<file path="config.mk">
export PLATFORM = sky130hd
export DESIGN_NAME = mmu_scheduler
export DESIGN_NICKNAME = d
export VERILOG_FILES = /design/src/rtl/mmu_sched_pkg.sv /design/src/rtl/rr_arb2.sv /design/src/rtl/mmu_scheduler.sv
export SDC_FILE = /design/constraint.sdc
export NUM_CORES = 1
export LEC_CHECK = 0
export ABC_AREA = 1
export CORE_MARGIN = 2
export CORE_UTILIZATION = 40
export DETAILED_ROUTE_END_ITERATION = 16
export DONT_BUFFER_PORTS = 1
export PLACE_DENSITY = 0.54
export SKIP_CTS_REPAIR_TIMING = 1
export SLEW_MARGIN = 10
export SYNTH_ARGS = -nofsm -noshare
export SYNTH_HDL_FRONTEND = slang
export SYNTH_SLANG_ARGS = --single-unit
</file>
<file path="constraint.sdc">
create_clock -name clk -period 1.3 [get_ports clk]
set_input_delay 0.26 -clock clk [delete_from_list [all_inputs] [get_ports clk]]
set_output_delay 0.26 -clock clk [all_outputs]
set_load 0.02 [all_outputs]
</file>
<file path="src/rtl/mmu_sched_pkg.sv">
// Shared types and sizes for the 2x2 mmu scheduler.
package mmu_sched_pkg;

  localparam int N_REQ  = 2;
  localparam int ELEM_W = 8;
  localparam int MAT_W  = 4 * ELEM_W;

  typedef enum logic [1:0] {
    IDLE   = 2'd0,
    LAUNCH = 2'd1,
    RUN    = 2'd2,
    RESP   = 2'd3
  } sched_state_e;

  // Selects requester idx's 32-bit matrix from a packed two-requester bus.
  function automatic logic [MAT_W-1:0] req_slice(input logic [N_REQ*MAT_W-1:0] bus,
                                                 input logic                   idx);
    logic [MAT_W-1:0] m;
    if (idx) begin
      m = bus[2*MAT_W-1:MAT_W];
    end else begin
      m = bus[MAT_W-1:0];
    end
    return m;
  endfunction

endpackage

</file>
<file path="src/rtl/rr_arb2.sv">
// Two-way round-robin picker: on a tie the requester that did not win last time is chosen.
module rr_arb2
  import mmu_sched_pkg::*;
(
  input  logic [N_REQ-1:0] valid,
  input  logic             last_grant,
  output logic             winner,
  output logic             any_valid
);

  // Winner is the sole valid requester, or the non-last one on a tie.
  always_comb begin
    any_valid = |valid;
    if (valid == 2'b11) begin
      winner = ~last_grant;
    end else begin
      winner = valid[1];
    end
  end

endmodule

</file>
<file path="src/rtl/mmu_scheduler.sv">
// Round-robin sequencer feeding one 2x2 mmu from two requesters, one job in flight.
// Optional abort-on-timeout path is enabled by defining MMU_SCHED_TIMEOUT_EN.
module mmu_scheduler
  import mmu_sched_pkg::*;
#(
  parameter int TIMEOUT_CYCLES = 64
) (
  input  logic                   clk,
  input  logic                   rst,
  input  logic [N_REQ-1:0]       req_valid,
  output logic [N_REQ-1:0]       req_ready,
  input  logic [N_REQ*MAT_W-1:0] req_a,
  input  logic [N_REQ*MAT_W-1:0] req_b,
  output logic [N_REQ-1:0]       rsp_valid,
  input  logic [N_REQ-1:0]       rsp_ready,
  output logic [MAT_W-1:0]       rsp_c,
  output logic                   rsp_err,
  output logic                   mmu_rst,
  output logic [MAT_W-1:0]       mmu_a,
  output logic [MAT_W-1:0]       mmu_b,
  input  logic [MAT_W-1:0]       mmu_c,
  input  logic                   mmu_done,
  output logic                   busy,
  output logic                   grant_id
);

  sched_state_e     state_q;
  logic             last_grant_q;
  logic             grant_q;
  logic             mmu_rst_q;
  logic [MAT_W-1:0] mmu_a_q;
  logic [MAT_W-1:0] mmu_b_q;
  logic [MAT_W-1:0] rsp_c_q;
  logic             winner_s;
  logic             any_valid_s;

`ifdef MMU_SCHED_TIMEOUT_EN
  localparam int CNT_W = (TIMEOUT_CYCLES > 1) ? $clog2(TIMEOUT_CYCLES) : 1;
  localparam logic [CNT_W-1:0] CNT_LAST = CNT_W'(TIMEOUT_CYCLES - 1);

  logic [CNT_W-1:0] run_cnt_q;
  logic             err_q;

  assign rsp_err = err_q;
`else
  assign rsp_err = 1'b0;
`endif

  rr_arb2 u_arb (
    .valid      (req_valid),
    .last_grant (last_grant_q),
    .winner     (winner_s),
    .any_valid  (any_valid_s)
  );

  assign mmu_rst  = mmu_rst_q;
  assign mmu_a    = mmu_a_q;
  assign mmu_b    = mmu_b_q;
  assign rsp_c    = rsp_c_q;
  assign grant_id = grant_q;
  assign busy     = (state_q != IDLE);

  // Ready only the arbitration winner, and only while idle.
  always_comb begin
    if ((state_q == IDLE) && any_valid_s) begin
      req_ready = winner_s ? 2'b10 : 2'b01;
    end else begin
      req_ready = 2'b00;
    end
  end

  // Response is presented only to the owner of the finished job.
  always_comb begin
    if (state_q == RESP) begin
      rsp_valid = grant_q ? 2'b10 : 2'b01;
    end else begin
      rsp_valid = 2'b00;
    end
  end

  // Job sequencing FSM; mmu_rst_q tracks the state so the mmu only runs in RUN.
  always_ff @(posedge clk) begin
    if (rst) begin
      state_q      <= IDLE;
      last_grant_q <= 1'b1;
      grant_q      <= 1'b0;
      mmu_rst_q    <= 1'b1;
      mmu_a_q      <= '0;
      mmu_b_q      <= '0;
      rsp_c_q      <= '0;
`ifdef MMU_SCHED_TIMEOUT_EN
      run_cnt_q    <= '0;
      err_q        <= 1'b0;
`endif
    end else begin
      case (state_q)
        IDLE: begin
          mmu_rst_q <= 1'b1;
          if (any_valid_s) begin
            mmu_a_q <= req_slice(req_a, winner_s);
            mmu_b_q <= req_slice(req_b, winner_s);
            grant_q <= winner_s;
            state_q <= LAUNCH;
          end
        end
        LAUNCH: begin
`ifdef MMU_SCHED_TIMEOUT_EN
          run_cnt_q <= '0;
`endif
          mmu_rst_q <= 1'b0;
          state_q   <= RUN;
        end
        RUN: begin
          if (mmu_done) begin
            rsp_c_q   <= mmu_c;
`ifdef MMU_SCHED_TIMEOUT_EN
            err_q     <= 1'b0;
`endif
            mmu_rst_q <= 1'b1;
            state_q   <= RESP;
          end
`ifdef MMU_SCHED_TIMEOUT_EN
          else if (run_cnt_q == CNT_LAST) begin
            rsp_c_q   <= '0;
            err_q     <= 1'b1;
            mmu_rst_q <= 1'b1;
            state_q   <= RESP;
          end else begin
            run_cnt_q <= run_cnt_q + 1'b1;
          end
`endif
        end
        RESP: begin
          mmu_rst_q <= 1'b1;
          if (rsp_ready[grant_q]) begin
            last_grant_q <= grant_q;
            state_q      <= IDLE;
          end
        end
        default: begin
          mmu_rst_q <= 1'b1;
          state_q   <= IDLE;
        end
      endcase
    end
  end

endmodule

</file>
==> impl_metrics.json <==
{
  "p_leak_nw": 2.250,
  "synth-edff-count": 0,
  "pin_count_of_the_biggest_net_entering_global_routing": 67,
  "violated_checks": "hold timing, setup timing",
  "ir_drop_v": 0.0008121,
  "routed_wl_um": 12480,
  "clock_root_buffer_master": "sky130_fd_sc_hd__clkbuf_16",
  "cp_top_family": "flip-flops",
  "number_of_buffers_added_by_the_clock_tree_synthesis_step": 9,
  "critPathMaxStageDelay_ps": 370,
  "place_area_um2": 4738,
  "yosys_synthesis_warning_count": 0,
  "clock_network_latency_to_the_later_pin_of_the_worst_skew_pair_ps": 340,
  "timing.final.max_slew_violations": 0,
  "critical_path.n_buffers_inverters": 3,
  "layout_skew_ps": 4.061,
  "synth_sequential_area_ratio": 0.4369,
  "crit_chain": "inv_4, ha_4, inv_4, nor2_4, inv_4, nor2_4",
  "worst-r2r-cell-count": 9,
  "yosysTopAreaCellShare": 0.4369,
  "cap_viol_max_count": 0,
  "type_of_element_launching_the_critical_path": "flip-flop",
  "synthTopCellsByArea": "sky130_fd_sc_hd__dfxtp_1 (44%), sky130_fd_sc_hd__nand2_1 (22%), sky130_fd_sc_hd__nand3_1 (7.2%)",
  "timing.hold.ws_ps": -13.02,
  "cell_with_the_most_instances_after_synthesis": "sky130_fd_sc_hd__nand2_1",
  "outcome": "finished with violations",
  "row_count": 39,
  "layout.area.seq_um2": 2028,
  "design.portCount": 271,
  "final.min_clock_period_ps": 1552,
  "postSynthCellCount": 688,
  "multi_input_area_um2": 2265,
  "synth_seq_cells": 101,
  "grt_antenna_before_repair": 0,
  "end_kind": "output port",
  "number_of_global_route_vias_before_repair": 3994,
  "fp.dieArea_um2": 12450,
  "highest_layer": "met4",
  "cts.path.max_buffers": 2,
  "grt_first_pass_wirelength_um": 19010,
  "tritoncts": "done",
  "wl_met3_um": 1144,
  "flow.area_growth_from_synthesis_pct": 11.68,
  "finalSetupViolations": 70,
  "critical-path-slowest-cell": "sky130_fd_sc_hd__dfxtp_4",
  "die_width_um": 111.6,
  "filler_cell_count": 1183,
  "synth_async_sr_flop_share": 0,
  "post-layout-total-power_mw": 11.33,
  "worst-setup-path-type": "flip-flop to output port",
  "cts-htree-levels": 3,
  "synth_area_um2": 4628,
  "die-height_um": 111.6,
  "place_hpwl_um": 8608,
  "hold_violations": 18,
  "drt-wirelength-per-cell_um": 15.17,
  "detailroute.wirelength.met2_um": 6084,
  "crit_arrival_ps": 1290,
  "grt_setup_unrepaired": "true",
  "gp_congestion": 0.7691,
  "routed-via-count": 4245,
  "synth_flop_cell": "sky130_fd_sc_hd__dfxtp_1",
  "cp-startpoint": "state_q[1]$_SDFFE_PP0P_",
  "timing.reg2reg.setup_slack_ps": -130,
  "detail_route.vias_per_cell": 5.158,
  "coreArea_um2": 11370,
  "route.antenna.remaining_nets": 0,
  "drt_iter0_markers": 214,
  "dr.pass1.iters": 4,
  "remaining_drc_errors": 0,
  "clock-sinks": 101,
  "most_instantiated_cells_after_synthesis": "sky130_fd_sc_hd__nand2_1 (270), sky130_fd_sc_hd__dfxtp_1 (101), sky130_fd_sc_hd__nor2_1 (75)",
  "io_buffer_count": 0,
  "timing.critical_path.mode_cell": "sky130_fd_sc_hd__inv_4",
  "req_time_crit_path_ps": 1040,
  "timing.rr.end": "mmu_a[4]$_SDFFE_PP0N_",
  "final_critical_path_setup_slack_ps": -251.6,
  "total_routing_usage_reported_by_global_routing": 0.1876,
  "grt_overflow_total": 0,
  "syn_area_per_cell_um2": 6.727,
  "insertedDiodeCount": 0,
  "dp_worst_setup_slack_ps": -51.80,
  "period_share": 1.194,
  "synth_cell_types": 17,
  "initial_standard_cell_utilization_of_the_core": 0.4071,
  "depth_of_the_critical_timing_path_with_buffers_and_inverters_included": 6,
  "clk_pin_slew_worst_paths_ps": 60,
  "crit-reg2reg-launch": "state_q[1]$_SDFFE_PP0P_",
  "setup_tns_final_ps": -6856,
  "final_layout_size_suffix_gt1_frac": 0.09265,
  "net_count_after_synthesis": 859,
  "synth_top_cell_by_area": "sky130_fd_sc_hd__dfxtp_1",
  "routed_metal_1_wire_length_um": 4863,
  "finalNetCount": 847,
  "final_cell_area_um2": 5169,
  "max_freq_ghz": 0.6445,
  "min-delay-path-class": "primary input to flip-flop",
  "endpoint": "req_ready[0]",
  "worstPathMaxFanout": 4,
  "power-per-cell-area_nw_per_um2": 2192
}
-- registers in the layout, indices dropped and copies added, names as in the netlist --
name          count
mmu_a            32
mmu_b            32
rsp_c            32
state_q           2
grant_id          1
last_grant_q      1
mmu_rst           1
-- metrics by stage --
stage,std cells,hold WS (ps),util
finish,823,-13.02,0.4546
global route,823,-32.06,0.4546
CTS,816,-22.46,0.4396
detailed placement,801,346.5,0.4167
global placement,801,342.9,0.4167
floorplan,688,425.0,-
-- layer usage --
| layer | up-vias | global-route usage |
|---|---|---|
| met5 | - | 0 |
| met4 | 0 | 0.1037 |
| met3 | 25 | 0.06151 |
| met2 | 183 | 0.3195 |
| met1 | 1874 | 0.2068 |
| li1 | 2163 | - |
-- cell families (layout without fill, tap and decap cells) --
logic type	Yosys count	in the layout	share of synthesized area
flops	101	101	0.4369
compound gates	101	101	0.1103
fa+ha+maj	4	4	0.01081
other cells	1	1	0.0008103
buf+inv	67	59	0.08516
simple gates	414	414	0.3560
-- cell usage in the layout, fill, tap and decap left out, drive strengths merged --
cell type / count
inv: 15
o21ai: 33
conb: 1
ha: 4
clkinv: 2
o211ai: 2
a21oi: 66
clkbuf: 17
buf: 25
nor2: 77
nand3: 67
nand2: 270
dfxtp: 101
-- report_power, final --
| group | internal (mW) | total, mW | switching [mW] |
|---|---|---|---|
| sequential | 3.82 | 5.13 | 1.32 |
| clock | 1.33 | 2.39 | 1.06 |
| combinational | 1.64 | 3.80 | 2.17 |
| total | 6.79 | 11.3 | 4.54 |
-- worst min path at each step --
| stage | start | endpoint | slack (ps) | cells past startpoint |
|---|---|---|---|---|
| finish | rst | grant_id$_SDFFE_PP0N_ | -10 | 1 |
| global placement | rst | mmu_a[16]$_SDFFE_PP0N_ | 340 | 1 |
| global route | rst | mmu_a[11]$_SDFFE_PP0N_ | -30 | 1 |
| detailed placement | rst | mmu_a[14]$_SDFFE_PP0N_ | 350 | 1 |
| CTS | rst | mmu_a[14]$_SDFFE_PP0N_ | -20 | 1 |
| floorplan | mmu_c[0] | rsp_c[0]$_SDFFE_PP0P_ | 430 | 2 |
-- layout make-up --
type,instances,area share
Timing Repair Buffer,29,0.07165
Inverter,15,0.01283
Tap cell,143,0.03462
Sequential cell,101,0.3924
Clock buffer,13,0.04841
Clock inverter,2,0.001937
Multi-Input combinational cell,520,0.4381
Note: power is estimated with default switching activity, not from simulation.
